`src/rtl/clock_mode_ctrl_pkg.sv`:
```
// Shared encodings for the min:sec clock controller and its datapath:
// mode, edit position and alarm states, button indices and a width helper.
package clock_mode_ctrl_pkg;

  typedef enum logic [1:0] {
    MODE_CLOCK = 2'b00,
    MODE_SETUP = 2'b01,
    MODE_ALARM = 2'b10
  } mode_e;

  typedef enum logic {
    POS_SEC = 1'b0,
    POS_MIN = 1'b1
  } pos_e;

  typedef enum logic {
    ALM_IDLE = 1'b0,
    ALM_RING = 1'b1
  } alm_e;

  // Button order inside the debounced vectors.
  localparam int NUM_BTN   = 4;
  localparam int BTN_MODE  = 0;
  localparam int BTN_POS   = 1;
  localparam int BTN_INC   = 2;
  localparam int BTN_ALARM = 3;

  // Mode sequence stepped by the mode button.
  function automatic mode_e next_mode(input mode_e m);
    case (m)
      MODE_CLOCK: next_mode = MODE_SETUP;
      MODE_SETUP: next_mode = MODE_ALARM;
      default:    next_mode = MODE_CLOCK;
    endcase
  endfunction

  // Bits needed to hold values 0..max_val (at least one bit).
  function automatic int width_for(input int max_val);
    return (max_val < 1) ? 1 : $clog2(max_val + 1);
  endfunction

endpackage

```
`src/rtl/clock_mode_ctrl_btn_debounce.sv`:
```
// Button debouncer: 2-FF synchroniser, stability counter and a 1-cycle
// press pulse on the debounced released->pressed transition.
// Buttons are active-low; the debounced level resets to released (1).
module clock_mode_ctrl_btn_debounce
  import clock_mode_ctrl_pkg::*;
#(
  parameter int DB_CYCLES = 500_000
) (
  input  logic clk,
  input  logic rst_n,
  input  logic i_btn_n,
  output logic o_stable,
  output logic o_press
);

  localparam int CNT_W = width_for(DB_CYCLES);

  logic             r_sync1;
  logic             r_sync2;
  logic             r_stable;
  logic             r_press;
  logic [CNT_W-1:0] r_cnt;
  logic             w_differs;
  logic             w_done;

  // The count only survives while the synchronised input keeps disagreeing
  // with the debounced level; DB_CYCLES such cycles in a row flip it.
  assign w_differs = (r_sync2 != r_stable);
  assign w_done    = w_differs && (r_cnt == CNT_W'(DB_CYCLES - 1));

  // Bring the asynchronous button into the clk domain.
  always_ff @(posedge clk or negedge rst_n) begin
    if (!rst_n) begin
      r_sync1 <= 1'b1;
      r_sync2 <= 1'b1;
    end else begin
      r_sync1 <= i_btn_n;
      r_sync2 <= r_sync1;
    end
  end

  // Stability counter, debounced level and press pulse.
  always_ff @(posedge clk or negedge rst_n) begin
    if (!rst_n) begin
      r_cnt    <= '0;
      r_stable <= 1'b1;
      r_press  <= 1'b0;
    end else begin
      r_press <= w_done && r_stable;
      if (!w_differs) begin
        r_cnt <= '0;
      end else if (w_done) begin
        r_cnt    <= '0;
        r_stable <= r_sync2;
      end else begin
        r_cnt <= r_cnt + 1'b1;
      end
    end
  end

  assign o_stable = r_stable;
  assign o_press  = r_press;

endmodule

```
`src/rtl/clock_mode_ctrl.sv`:
```
// Single-clock controller for the min:sec clock with alarm. Debounces the
// four buttons, sequences CLOCK/SETUP/ALARM, the edit position, sw2
// auto-repeat and the alarm ring with its timeout.
// Interface contract: every *_inc output is a registered single-cycle
// enable; the datapath adds one on each clk edge where it samples 1.
// There is no back-pressure, so an enable is never held or retried.
module clock_mode_ctrl
  import clock_mode_ctrl_pkg::*;
#(
  parameter int CLK_HZ     = 50_000_000,
  parameter int DB_CYCLES  = 500_000,
  parameter int RING_SEC   = 30,
  parameter int REPEAT_DLY = 25_000_000,
  parameter int REPEAT_PER = 5_000_000
) (
  input  logic       clk,
  input  logic       rst_n,
  input  logic       i_sw0,
  input  logic       i_sw1,
  input  logic       i_sw2,
  input  logic       i_sw3,
  input  logic       i_sec_max,
  input  logic       i_alarm_match,
  output logic [1:0] o_mode,
  output logic       o_position,
  output logic       o_sec_inc,
  output logic       o_min_inc,
  output logic       o_alarm_sec_inc,
  output logic       o_alarm_min_inc,
  output logic       o_alarm_en,
  output logic       o_buzz_en
);

  localparam int TICK_W = width_for(CLK_HZ - 1);
  localparam int REP_MAX = (REPEAT_DLY > REPEAT_PER) ? REPEAT_DLY : REPEAT_PER;
  localparam int REP_W  = width_for(REP_MAX);
  localparam int RING_W = width_for(RING_SEC);

  logic [NUM_BTN-1:0] w_sw_n;
  logic [NUM_BTN-1:0] w_stable;
  logic [NUM_BTN-1:0] w_press;
  logic               w_unused_stable;

  mode_e              r_mode;
  pos_e               r_pos;
  mode_e              w_mode_next;
  logic               w_mode_chg;
  logic               w_enter_setup;

  logic [TICK_W-1:0]  r_tick_cnt;
  logic               w_tick;

  logic               r_rep_act;
  logic               r_rep_first;
  logic [REP_W-1:0]   r_rep_cnt;
  logic               w_rep_fire;
  logic               w_inc_evt;

  alm_e               r_alm;
  logic [RING_W-1:0]  r_ring_cnt;
  logic               r_match_d;
  logic               r_alarm_en;
  logic               r_buzz_en;
  logic               w_match_rise;

  logic               r_sec_inc;
  logic               r_min_inc;
  logic               r_alarm_sec_inc;
  logic               r_alarm_min_inc;

  assign w_sw_n = {i_sw3, i_sw2, i_sw1, i_sw0};

  for (genvar g = 0; g < NUM_BTN; g++) begin : g_btn
    clock_mode_ctrl_btn_debounce #(
      .DB_CYCLES(DB_CYCLES)
    ) u_db (
      .clk     (clk),
      .rst_n   (rst_n),
      .i_btn_n (w_sw_n[g]),
      .o_stable(w_stable[g]),
      .o_press (w_press[g])
    );
  end

  // Only the increment button needs its held level (for auto-repeat).
  assign w_unused_stable = &{1'b0, w_stable[BTN_ALARM], w_stable[BTN_POS], w_stable[BTN_MODE]};

  assign w_mode_chg    = w_press[BTN_MODE];
  assign w_mode_next   = next_mode(r_mode);
  assign w_enter_setup = w_mode_chg && (w_mode_next == MODE_SETUP);

  // Time is frozen in SETUP: the counter sits at 0 so the first tick after
  // leaving SETUP comes a full second later.
  assign w_tick = (r_mode != MODE_SETUP) && (r_tick_cnt == TICK_W'(CLK_HZ - 1));

  // One-second tick counter.
  always_ff @(posedge clk or negedge rst_n) begin
    if (!rst_n) begin
      r_tick_cnt <= '0;
    end else if (r_mode == MODE_SETUP || r_tick_cnt == TICK_W'(CLK_HZ - 1)) begin
      r_tick_cnt <= '0;
    end else begin
      r_tick_cnt <= r_tick_cnt + 1'b1;
    end
  end

  // Mode/position FSM: mode button steps the mode and resets the edit
  // position; the position button is ignored in a mode-change cycle.
  always_ff @(posedge clk or negedge rst_n) begin
    if (!rst_n) begin
      r_mode <= MODE_CLOCK;
      r_pos  <= POS_SEC;
    end else if (w_mode_chg) begin
      r_mode <= w_mode_next;
      r_pos  <= POS_SEC;
    end else if (w_press[BTN_POS]) begin
      r_pos <= (r_pos == POS_SEC) ? POS_MIN : POS_SEC;
    end
  end

  assign w_rep_fire = r_rep_act && !w_stable[BTN_INC] &&
                      (r_rep_first ? (r_rep_cnt == REP_W'(REPEAT_DLY - 1))
                                   : (r_rep_cnt == REP_W'(REPEAT_PER - 1)));

  // An increment event coinciding with a mode change is dropped.
  assign w_inc_evt = (w_press[BTN_INC] || w_rep_fire) && !w_mode_chg;

  // sw2 auto-repeat: armed by a press, first repeat after REPEAT_DLY, then
  // every REPEAT_PER while held; release or a mode change disarms it.
  always_ff @(posedge clk or negedge rst_n) begin
    if (!rst_n) begin
      r_rep_act   <= 1'b0;
      r_rep_first <= 1'b0;
      r_rep_cnt   <= '0;
    end else if (w_mode_chg) begin
      r_rep_act   <= 1'b0;
      r_rep_first <= 1'b0;
      r_rep_cnt   <= '0;
    end else if (w_press[BTN_INC]) begin
      r_rep_act   <= 1'b1;
      r_rep_first <= 1'b1;
      r_rep_cnt   <= '0;
    end else if (!r_rep_act || w_stable[BTN_INC]) begin
      r_rep_act <= 1'b0;
      r_rep_cnt <= '0;
    end else if (w_rep_fire) begin
      r_rep_first <= 1'b0;
      r_rep_cnt   <= '0;
    end else begin
      r_rep_cnt <= r_rep_cnt + 1'b1;
    end
  end

  // Increment enables: tick drives the time counters, sw2 events drive the
  // counter selected by mode and position. Both may fire in one cycle.
  always_ff @(posedge clk or negedge rst_n) begin
    if (!rst_n) begin
      r_sec_inc       <= 1'b0;
      r_min_inc       <= 1'b0;
      r_alarm_sec_inc <= 1'b0;
      r_alarm_min_inc <= 1'b0;
    end else begin
      r_sec_inc       <= w_tick;
      r_min_inc       <= w_tick && i_sec_max;
      r_alarm_sec_inc <= 1'b0;
      r_alarm_min_inc <= 1'b0;
      if (w_inc_evt) begin
        case (r_mode)
          MODE_SETUP: begin
            if (r_pos == POS_SEC) r_sec_inc <= 1'b1;
            else                  r_min_inc <= 1'b1;
          end
          MODE_ALARM: begin
            if (r_pos == POS_SEC) r_alarm_sec_inc <= 1'b1;
            else                  r_alarm_min_inc <= 1'b1;
          end
          default: ;
        endcase
      end
    end
  end

  assign w_match_rise = i_alarm_match && !r_match_d;

  // Alarm FSM: ring on a match edge while armed (not in SETUP); stop on
  // sw3, after RING_SEC ticks, or on entering SETUP. sw3 arms/disarms in IDLE.
  always_ff @(posedge clk or negedge rst_n) begin
    if (!rst_n) begin
      r_alm      <= ALM_IDLE;
      r_ring_cnt <= '0;
      r_match_d  <= 1'b0;
      r_alarm_en <= 1'b0;
      r_buzz_en  <= 1'b0;
    end else begin
      r_match_d <= i_alarm_match;
      if (r_alm == ALM_IDLE) begin
        if (w_press[BTN_ALARM]) begin
          r_alarm_en <= !r_alarm_en;
        end
        if (w_match_rise && r_alarm_en && (r_mode != MODE_SETUP) && !w_enter_setup) begin
          r_alm      <= ALM_RING;
          r_buzz_en  <= 1'b1;
          r_ring_cnt <= '0;
        end
      end else begin
        if (w_press[BTN_ALARM] || w_enter_setup ||
            (w_tick && (r_ring_cnt == RING_W'(RING_SEC - 1)))) begin
          r_alm      <= ALM_IDLE;
          r_buzz_en  <= 1'b0;
          r_ring_cnt <= '0;
        end else if (w_tick) begin
          r_ring_cnt <= r_ring_cnt + 1'b1;
        end
      end
    end
  end

  assign o_mode          = r_mode;
  assign o_position      = r_pos;
  assign o_sec_inc       = r_sec_inc;
  assign o_min_inc       = r_min_inc;
  assign o_alarm_sec_inc = r_alarm_sec_inc;
  assign o_alarm_min_inc = r_alarm_min_inc;
  assign o_alarm_en      = r_alarm_en;
  assign o_buzz_en       = r_buzz_en;

endmodule

```
`config.mk`:
```
export PLATFORM = sky130hd
export DESIGN_NAME = clock_mode_ctrl
export DESIGN_NICKNAME = d
export VERILOG_FILES = /design/src/rtl/clock_mode_ctrl_pkg.sv /design/src/rtl/clock_mode_ctrl_btn_debounce.sv /design/src/rtl/clock_mode_ctrl.sv
export SDC_FILE = /design/constraint.sdc
export NUM_CORES = 1
export LEC_CHECK = 0
export CAP_MARGIN = 20
export CORE_ASPECT_RATIO = 0.75
export CORE_MARGIN = 8
export CORE_UTILIZATION = 45
export CTS_BUF_LIST = sky130_fd_sc_hd__clkbuf_4
export CTS_CLUSTER_SIZE = 14
export DETAILED_ROUTE_END_ITERATION = 8
export PLACE_DENSITY = 0.72
export RECOVER_POWER = 100
export SLEW_MARGIN = 20
export SYNTH_ARGS = -nofsm -noshare
export SYNTH_HDL_FRONTEND = slang
export SYNTH_HIERARCHICAL = 1
export SYNTH_SLANG_ARGS = --single-unit
```
`constraint.sdc`:
```
create_clock -name clk -period 3 [get_ports clk]
set_clock_uncertainty 0.15 [all_clocks]
set_input_delay 0.45 -clock clk [delete_from_list [all_inputs] [get_ports clk]]
set_output_delay 0.45 -clock clk [all_outputs]
set_load 0.02 [all_outputs]
```
==> metrics.md, run 1 <==
| Metric | Value |
|---|---|
| Commonest non-fill, non-tap cell in the layout | dfrtp_1 |
| RSZ-0062 raised after global routing | no |
| Xor/xnor cell area share of the yosys netlist | 12.5% |
| Area grow syn2layout | 8.50% |
| P_leak | about 3.4 nW |
| Max Clk Rate | around 380 MHz |
| Status | completed |
| Cts repair resizes | 0 |
| Arrival time at the worst endpoint | ~3.0 ns |
| Main combinational cell family by area after synthesis | simple AND/OR/NAND/NOR gates |
| All-Layer GR Usage | between 10 and 15% |
| Post-Syn Area | between 7000 and 8000 sq um |
| Startpoint Class | flop |
| WHS Endpoint | g_btn[2].u_db/r_sync2$_DFF_PN1_ |
| Power density over the cells | between 400 and 500 nW/um^2 |
| HPWL Detailed | between 9000 and 10000 um |
| Final min period | ~2.7 ns |
| DRC violations left | 0 |
| Buffers on Ports | 16 |
| Complex-gate fraction of the synthesized area | 4.28% |
| Die area | roughly 22000 sq um |
| CTS Buf Count | 17 |
| Setup crit end kind | flop |
| CTS tree | yes |
| Synth Instances | roughly 750 |
| Multiplexer area fraction after synthesis | between 1 and 1.5% |
| Post-Synth Simple-Gate Area | ~28% |
| Worst rel slew slack | roughly 6.4% |
| Layout cells sized above 1 | between 10% and 20% |
| FP Rows | 42 |
| Clk_lat worst skew | between 0.5 and 0.6 ns |
| R2R Path Start | r_tick_cnt[0]$_DFF_PN0_ |
| Main synth FF type | dfrtp_1 |
| Register bit count reported by yosys | ~160 |
| Worst Hold Path Cells | 0 |
| Largest buffer count on any clock path | 2 |
| Endpoints failing setup | 0 |
| Finished Cell Area | approximately 8600 sq um |
| Iter 0 DRT Violations | about 280 |
| Worst reg2reg endpoint | r_ring_cnt[3]$_DFFE_PN0P_ |
| Syn Area/Cell | about 10 sq um |
| HP Class | flop to flop |
| Antenna violations before repair | 0 |
| Worst slew pin tran | around 1.4 ns |
| Synth Area in Adders | between 1 and 1.5% |
| Routed WL per cell | approximately 14 um |
| Final Hold Fails | 0 |
| Initial Util | approximately 45% |
| Max_cap viols | 0 |
| FFs w/ async S/R, synth | 100% |
| Die X-Extent | ~170 um |
| Post-synth EDFFs | 0 |
| Design Power | ~3.7 mW |
| Via Count | 5403 |
| WL final | between 10000 and 15000 um |
| Io pins | 17 |
| CTS H-tree depth | 4 |
| Synth warn | 6 |
| Number of distinct library cells after synthesis | 58 |
| Vias in the first global route | roughly 5200 |
| Pre-antenna DRT Iters | 4 |
| Reg2Reg Depth | 7 |
| Final Max Tran Viols | 0 |
| Setup_tns | 0 ns |
| Critical path class | flop to flop |
| Routed Antenna Nets | 0 |
| Nets@finish | 801 |
| First-pass GRT wire length | around 26000 um |
| Gr ovfl total | 0 |
| Root buf cell | clkbuf_4 |
| Register-to-Register Setup Slack | 0.34 ns |
| Largest net degree at the start of global routing | 57 |
| VDD IR-drop max | 0.000240 V |
| Die height | roughly 130 um |
| CTS clk-pin slew, worst paths | around 0.13 ns |
| Mapped Nets | 770 |
| Post-DR vias/cell | just over 5 |
| Placed Area | ~8400 sq um |
| Commonest non-fill, non-tap cells in the layout | dfrtp_1 (149), nor2_1 (137), xnor2_1 (75) |
| Hold wc startpoint | g_btn[2].u_db/r_sync1$_DFF_PN1_ |
| Max Fanout on Critical Path | 9 |
| Critical Path RT | roughly 3.3 ns |
| Core box area | around 17000 sq um |
| Fill cell count | about 1600 |
| GP Congestion | between 0.8 and 0.9 |
| Fin crit share | between 80% and 90% |
| Post-synthesis sequential area ratio | between 50% and 60% |
| Antenna Cells | 0 |
| Clk sink count | 161 |
cells by family (layout without fill, tap and decap cells):
family	after synthesis	after routing
and+or+nand+nor	395	395
DFF	161	161
xor gates and xnor gates	113	113
AOI/OAI and AO/OA	38	38
buffers and inverters	30	74
muxes	9	9
adders and majority gates	8	8
registers in the layout (all words and copies together) (netlist names), 2 cells and up:
| name | count |
|---|---|
| o_mode | 2 |
| r_rep_cnt | 25 |
| g_btn.u_db/r_sync1 | 4 |
| g_btn.u_db/o_stable | 4 |
| g_btn.u_db/r_sync2 | 4 |
| r_tick_cnt | 26 |
| g_btn.u_db/o_press | 4 |
| g_btn.u_db/r_cnt | 76 |
| r_ring_cnt | 5 |
critical path: stages (launching register included):
cell     delay (ns)
dfrtp_1        0.41
ha_1           0.21
and4_1         0.31
nand2_4        0.08
or3_1          0.50
a211o_1        0.38
or2_0          0.31
o31ai_2        0.23
layout make-up:
type	count	area, sq um	area share, %
sequential	161	4040	47.2
multi-input combinational	563	3620	42.3
tap	242	303	3.54
timing repair buffer	24	205	2.40
clock inverter	15	191	2.24
clock buffer	17	128	1.49
inverter	18	67.6	0.789
metal layers:
layer / part of all wire (%) / routed length (um) / track usage, % / vias up
li1: - / - / - / 2694
met1: 53 / 7630 / 20.7 / 2633
met2: 43 / 6190 / 20.5 / 64
met3: 3.6 / 516 / 4.08 / 12
met4: 0.77 / 111 / 3.46 / 0
met5: 0 / 0 / 0 / -
worst max path at each step:
stage | from | endpoint | slack [ns] | depth (start not counted)
floorplan | r_tick_cnt[0]$_DFF_PN0_ | r_ring_cnt[3]$_DFFE_PN0P_ | 0.66 | 8
global placement | r_tick_cnt[0]$_DFF_PN0_ | r_ring_cnt[3]$_DFFE_PN0P_ | 0.55 | 7
detailed placement | r_tick_cnt[0]$_DFF_PN0_ | r_ring_cnt[4]$_DFFE_PN0P_ | 0.46 | 7
CTS | r_tick_cnt[0]$_DFF_PN0_ | r_ring_cnt[3]$_DFFE_PN0P_ | 0.43 | 7
global route | r_rep_cnt[21]$_DFF_PN0_ | r_rep_cnt[2]$_DFF_PN0_ | 0.14 | 7
finish | r_tick_cnt[0]$_DFF_PN0_ | r_ring_cnt[3]$_DFFE_PN0P_ | 0.34 | 7
power by group:
group	internal (mW)	switching, mW	total [mW]
Sequential	2.19	0.0224	2.22
Clock	0.655	0.766	1.42
Combinational	0.0284	0.0704	0.0988
cells in the mapped netlist, types with 5 or more instances:
cell type	instances	area (sq um)
nand2_1	47	176
xor2_1	38	333
clkbuf_1	5	18.8
nand2b_1	6	37.5
buf_2	6	30.0
dfstp_2	12	315
and3_2	7	52.6
nand4_1	30	188
nor3_1	24	120
nor4_2	8	100
mux2i_1	5	50.1
nor4_1	18	113
o21ai_0	5	25.0
or4_1	6	45.0
dfrtp_1	149	3730
ha_1	8	100
a21oi_1	12	60.1
o31ai_1	5	37.5
nand3_1	59	295
inv_1	18	67.6
xnor2_1	75	657
nor2_1	137	514
stage by stage:
step	util [%]	setup WS, ns	hold WS, ns	std cells
final	49.2	0.342	0.208	1040
after global placement	48.1	0.545	0.197	1007
after detailed placement	48.1	0.457	0.197	1007
after floorplan	-	0.664	0.00441	754
after CTS	50.0	0.429	0.0773	1040
after global routing	49.2	0.142	0.184	1040
timing repair:
action | in CTS | in global routing
buffers inserted | 0 | 0
endpoints found under the setup margin | 0 | 0
hold buffers | 1 | 0
hold endpoints to repair | 49 | 0
No activity file was read; power rests on OpenSTA's default activity.
==> run 2, diff against run 1 <==
--- a/config.mk
+++ b/config.mk
@@ -8,12 +8,12 @@
 export CAP_MARGIN = 20
 export CORE_ASPECT_RATIO = 0.75
 export CORE_MARGIN = 8
-export CORE_UTILIZATION = 45
+export CORE_UTILIZATION = 35
 export CTS_BUF_LIST = sky130_fd_sc_hd__clkbuf_4
 export CTS_CLUSTER_SIZE = 14
 export DETAILED_ROUTE_END_ITERATION = 8
-export PLACE_DENSITY = 0.72
-export RECOVER_POWER = 100
+export HOLD_SLACK_MARGIN = 0.06
+export PLACE_DENSITY = 0.61
 export SLEW_MARGIN = 20
 export SYNTH_ARGS = -nofsm -noshare
 export SYNTH_HDL_FRONTEND = slang
==> run 2 against run 1 <==
Effect of this change:
- register-to-register slack better by 0.14 ns
- critical path type unchanged
- highest routed layer unchanged
- combinational power is 13% higher
- critical endpoint unchanged
- sequential share of layout area is 1.1 points lower
- fmax up 5.5%
- die area up 25%
- clock power fell by 6%
- non-clock buffer count increased by 3
==> metrics.md, run 2 (synthesized netlist as in run 1, its figures left out) <==
| Metric | Value |
|---|---|
| Setup crit end kind | flop |
| GP Congestion | between 0.7 and 0.8 |
| Final min period | ~2.5 ns |
| First-pass GRT wire length | 25800 um |
| WL final | roughly 15000 um |
| Die height | ~150 um |
| Startpoint Class | flop |
| Max FFs per register | 76 |
| Largest buffer count on any clock path | 2 |
| Combinational Power Share | under 10% |
| Buffers on Ports | 16 |
| Arrival time at the worst endpoint | 2.81 ns |
| Finished Cell Area | just under 9000 sq um |
| Setup_tns | 0 ns |
| Commonest non-fill, non-tap cell in the layout | dfrtp_1 |
| HPWL Detailed | approximately 10000 um |
| CTS H-tree depth | 4 |
| Antenna violations before repair | 0 |
| Iter 0 DRT Violations | approximately 460 |
| Area grow syn2layout | 11.1% |
| Largest reg by FF count | g_btn.u_db/r_cnt |
| Clk sink count | around 160 |
| Via Count | 5350 |
| Max Fanout on Critical Path | 9 |
| Die X-Extent | 189 um |
| Cell Int Power | between 2 and 3 mW |
| Endpoints failing setup | 0 |
| Final Max Tran Viols | 0 |
| Root buf cell | clkbuf_4 |
| Gr ovfl total | 0 |
| Top Registers | g_btn.u_db/r_cnt x76, r_tick_cnt x26, r_rep_cnt x25 |
| FP Rows | 47 |
| Register-to-Register Setup Slack | roughly 0.48 ns |
| Fin crit share | a little over four fifths |
| RSZ-0062 raised after global routing | no |
| VDD IR-drop max | 0.000210 V |
| Status | completed |
| CTS Buf Count | 17 |
| Vias in the first global route | 5166 |
| Core box area | roughly 22000 sq um |
| Final core utilization | 39.7% |
| Reg2Reg Depth | 7 |
| Nets@finish | 804 |
| R2R Path Start | r_tick_cnt[0]$_DFF_PN0_ |
| Worst slew pin tran | 0.736 ns |
| Largest net degree at the start of global routing | 63 |
| Clk_lat worst skew | 0.54 ns |
| Setup Buffers After CTS | 0 |
| Crit path largest cell delay | 0.49 ns |
| Layout cells sized above 1 | around an eighth |
| CTS tree | yes |
| Power density over the cells | 418 nW/um^2 |
| Critical Path RT | about 3.3 ns |
| Critical Path Start | r_tick_cnt[0]$_DFF_PN0_ |
| P_leak | around 3.5 nW |
| Io pins | 17 |
| Flop pwr share | 60.4% |
| All-Layer GR Usage | between 10 and 15% |
| Antenna Cells | 0 |
| Max Clk Rate | 397 MHz |
| Pre-antenna DRT Iters | 5 |
| Buf+Inv Stages, Crit Path | 0 |
| CP top delay family | simple AND/OR/NAND/NOR gates |
| Sw power | between 800 and 900 uW |
| Die area | ~28000 sq um |
| Hold wc startpoint | i_sw2 |
| Initial Util | around 36% |
| Worst reg2reg endpoint | r_ring_cnt[3]$_DFFE_PN0P_ |
| CTS clk-pin slew, worst paths | about 0.13 ns |
| Crit path cell chain | ha_1, and4_4, nand2_4, or3_1, a211o_1, or2_4, o31ai_2 |
| CP max-delay cell | or3_1 |
| Clock share of power | around 37% |
| Routed Antenna Nets | 0 |
| Worst setup path end | r_ring_cnt[3]$_DFFE_PN0P_ |
| Critical path class | flop to flop |
| Post-DR vias/cell | 4.89 |
| Max_cap viols | 0 |
| DRC violations left | 0 |
| Routed WL per cell | approximately 13 um |
| Worst rel slew slack | between 50% and 60% |
| Sw Ratio | between 20% and 30% |
| Final Hold Fails | 0 |
| Number of cells on the critical path | 7 |
| HP Class | input pin to flop |
| Placed Area | around 8500 sq um |
| Commonest non-fill, non-tap cells in the layout | dfrtp_1 (149), nor2_1 (137), xnor2_1 (75) |
run 2: timing repair:
item	4_1_cts	5_1_grt
hold buffers	1	0
gates resized for setup	0	0
endpoints found under the hold margin	56	0
run 2: final cells by class:
class                   instances  area [sq um]
multi-input cells             563          3720
well taps                     294           368
clock inverters                11           140
clock buffers                  21           158
fillers                      2194         13300
flip-flops and latches        161          4040
repair buffers                 27           272
inverters                      18          67.6
run 2: worst min-delay path by stage:
| stage | to | cells past startpoint |
|---|---|---|
| 2_1_floorplan | g_btn[0].u_db/o_press$_DFF_PN0_ | 0 |
| 3_3_place_gp | g_btn[3].u_db/r_sync2$_DFF_PN1_ | 0 |
| 3_5_place_dp | g_btn[3].u_db/r_sync2$_DFF_PN1_ | 0 |
| 4_1_cts | g_btn[2].u_db/r_sync1$_DFF_PN1_ | 1 |
| 5_1_grt | g_btn[2].u_db/r_sync1$_DFF_PN1_ | 1 |
| 6_report | g_btn[2].u_db/r_sync1$_DFF_PN1_ | 1 |
run 2: worst register-to-register path, cell delays in order (launching register included):
cell and delay (ns):
dfrtp_1 0.40, ha_1 0.21, and4_4 0.27, nand2_4 0.06
or3_1 0.49, a211o_1 0.38, or2_4 0.28, o31ai_2 0.20
run 2: per-stage QoR:
stage	worst slack (ns)	std cells	total power [mW]	hold slack (ns)
global placement	0.547	1062	2.37	0.197
detailed placement	0.490	1062	2.37	0.198
global route	0.316	1095	3.85	0.107
CTS	0.473	1095	3.74	0.107
finish	0.481	1095	3.67	0.165
floorplan	0.664	754	2.29	0.00441
run 2: power by group through the flow:
stage	logic [mW]	registers [mW]	clock network, mW
after CTS	0.118	2.22	1.40
final	0.112	2.22	1.34
after floorplan	0.0420	2.25	0
after detailed placement	0.117	2.26	0
after global routing	0.132	2.22	1.49
after global placement	0.117	2.26	0
run 2: per-layer routing:
metal | part of all wire (%) | vias up | wire, um | GRT usage [%]
met5 | 0 | - | 0 | 0
met4 | 0.86 | 0 | 127 | 2.93
met3 | 3.3 | 10 | 483 | 2.45
met2 | 40 | 66 | 5890 | 14.9
met1 | 56 | 2578 | 8270 | 17.4
li1 | - | 2696 | - | -
==> run 3, diff against run 2 <==
==> constraint.sdc (replaced) <==
create_clock -name clk -period 2.6 [get_ports clk]
set_clock_uncertainty 0.15 [all_clocks]
set_input_delay 0.39 -clock clk [delete_from_list [all_inputs] [get_ports clk]]
set_output_delay 0.39 -clock clk [all_outputs]
set_load 0.02 [all_outputs]
==> run 3 against run 2 <==
Effect of this change:
- routed wire length hardly changed
- critical endpoint unchanged
- combinational power is 23% higher
- flip-flop and latch count stayed put
- critical path depth stayed put
- largest cell class unchanged
- total power is 13% higher
- largest power group unchanged
- clock power is 9% higher
==> metrics.md, run 3 (synthesized netlist as in run 1, its figures left out) <==
| Metric | Value |
|---|---|
| Design Power | about 4.2 mW |
| Largest reg by FF count | g_btn.u_db/r_cnt |
| Largest net degree at the start of global routing | 58 |
| Commonest non-fill, non-tap cells in the layout | dfrtp_1 (149), nor2_1 (137), xnor2_1 (75) |
| Max Clk Rate | 411 MHz |
| First-pass GRT wire length | around 26000 um |
| Status | completed |
| Sw Ratio | a little under a quarter |
| Cell Int Power | 3.16 mW |
| Die height | ~150 um |
| Critical path class | flop to flop |
| VDD IR-drop max | roughly 0.00023 V |
| Combinational Power Share | between 3 and 4% |
| Placed cells | 1068 |
| Max Fanout on Critical Path | 6 |
| CTS tree | yes |
| CTS Buf Count | 17 |
| CTS H-tree depth | 4 |
| Area grow syn2layout | 12.0% |
| DRC violations left | 0 |
| HPWL Detailed | roughly 11000 um |
| Largest buffer count on any clock path | 2 |
| Startpoint Class | flop |
| Post-DR vias/cell | about 4.8 |
| Initial Util | 35.7% |
| Gr ovfl total | 0 |
| Max_cap viols | 0 |
| Arrival time at the worst endpoint | between 2 and 3 ns |
| Power density over the cells | ~470 nW/um^2 |
| Final min period | between 2 and 2.5 ns |
| Clk_lat worst skew | roughly 0.54 ns |
| Setup crit end kind | flop |
| Io pins | 17 |
| Vias in the first global route | 5244 |
| Layout cells sized above 1 | roughly 14% |
| Endpoints failing setup | 0 |
| Buffers on Ports | 16 |
| FP Rows | 47 |
| Iter 0 DRT Violations | 293 |
| CP top delay family | simple AND/OR/NAND/NOR gates |
| Routed WL per cell | between 10 and 15 um |
| Final Max Tran Viols | 0 |
| Setup_tns | 0 ns |
| Max FFs per register | 76 |
| Flop pwr share | 61.6% |
| Buf+Inv Stages, Crit Path | 0 |
| Setup Buffers After CTS | 0 |
| Clock share of power | between 30% and 40% |
| RSZ-0062 raised after global routing | no |
| Pre-antenna DRT Iters | 5 |
| Critical Path RT | 2.91 ns |
| Routed Antenna Nets | 0 |
| Antenna violations before repair | 0 |
| Clk sink count | between 150 and 200 |
| Crit path largest cell delay | 0.42 ns |
| HP Class | input pin to async pin |
| Final Hold Fails | 0 |
| GP Congestion | about 0.78 |
| CTS clk-pin slew, worst paths | 0.14 ns |
| Commonest non-fill, non-tap cell in the layout | dfrtp_1 |
| Worst rel slew slack | ~58% |
| Met3 WL post-DR | 474 um |
| P_leak | 3.53 nW |
| Length of routed wiring on met1 | between 8000 and 9000 um |
| Nets@finish | a little over 800 |
| Die X-Extent | 189 um |
| WL final | approximately 15000 um |
| Root buf cell | clkbuf_4 |
| CP max-delay cell | or3_1 |
| Core box area | around 22000 sq um |
| Via Count | between 5000 and 6000 |
| Sw power | slightly below 1 mW |
| Top Registers | g_btn.u_db/r_cnt x76, r_tick_cnt x26, r_rep_cnt x25 |
| All-Layer GR Usage | between 10% and 20% |
| WL met2 | 5940 um |
| Top Metal Used | met4 |
| Final Non-Filler Cells | between 1000 and 1500 |
| Die area | approximately 28000 sq um |
| Crit path cell chain | ha_1, and4_4, nand2_4, or3_1, a211o_1, or2_4, o31ai_2 |
| Antenna Cells | 0 |
| Worst slew pin tran | approximately 0.63 ns |
| Fin crit share | between 90% and 100% |
==> run 3: changes by cell type in the layout (fill, tap and decap cells not counted), sizes merged <==
cell	change
dlygate4sd3	+4
clkbuf	-3
clkinv	+2
inv	+2
buf	+6
bufinv	-1
==> run 3: worst register-to-register path: stages, from the launching register on <==
cell	delay [ns]
dfrtp_1	0.40
ha_1	0.22
and4_4	0.27
nand2_4	0.06
or3_1	0.42
a211o_1	0.35
or2_4	0.28
o31ai_2	0.21
==> run 3: stage by stage <==
step                      instance area [sq um]  worst slack [ns]  util, %  hold WS [ns]
final                                      8830             0.164     40.0         0.215
after global routing                       8830            0.0681     40.0         0.191
after CTS                                  8830             0.153     39.9         0.197
after detailed placement                   8500             0.176     38.5         0.197
after global placement                     8500             0.250     38.5         0.198
after floorplan                            7890             0.264        -       -0.0556
==> run 3: final cells by class <==
type / count / area, sq um
fillers: 2220 / 13300
clock buffers: 18 / 135
well taps: 294 / 368
multi-input cells: 563 / 3720
flip-flops and latches: 161 / 4040
inverters: 18 / 67.6
repair buffers: 37 / 357
clock inverters: 14 / 140
==> run 3: power by group through the flow <==
stage                     logic [mW]  clock network, mW  registers [mW]
after floorplan               0.0485                  0            2.60
after global placement         0.138                  0            2.60
after detailed placement       0.138                  0            2.60
after CTS                      0.144               1.53            2.56
after global routing           0.159               1.65            2.56
final                          0.138               1.46            2.56
==> run 3: final timing paths <==
path,from,end,slack [ns],cells past startpoint
max,r_tick_cnt[0]$_DFF_PN0_,r_ring_cnt[3]$_DFFE_PN0P_,0.16,7
min,rst_n,g_btn[2].u_db/r_cnt[5]$_DFF_PN0_,0.22,2
max reg2reg,r_tick_cnt[0]$_DFF_PN0_,r_ring_cnt[3]$_DFFE_PN0P_,0.16,7
min reg2reg,g_btn[3].u_db/r_sync1$_DFF_PN1_,g_btn[3].u_db/r_sync2$_DFF_PN1_,0.22,0
max in group asynchronous,rst_n,g_btn[1].u_db/r_sync2$_DFF_PN1_,1.35,3
min in group clk,g_btn[3].u_db/r_sync1$_DFF_PN1_,g_btn[3].u_db/r_sync2$_DFF_PN1_,0.22,0
==> run 3: what timing repair did <==
item                                    4_1_cts  5_1_grt
gates resized for setup                       0        1
endpoints found under the hold margin       110        0
hold buffers                                  5        0
endpoints found under the setup margin        0        1
==> run 3: routing by layer <==
layer  up-vias  global-route usage [%]
met5         -                       0
li1       2713                       -
met3        10                    3.02
met2        52                    15.6
met4         0                    2.81
met1      2578                    16.9
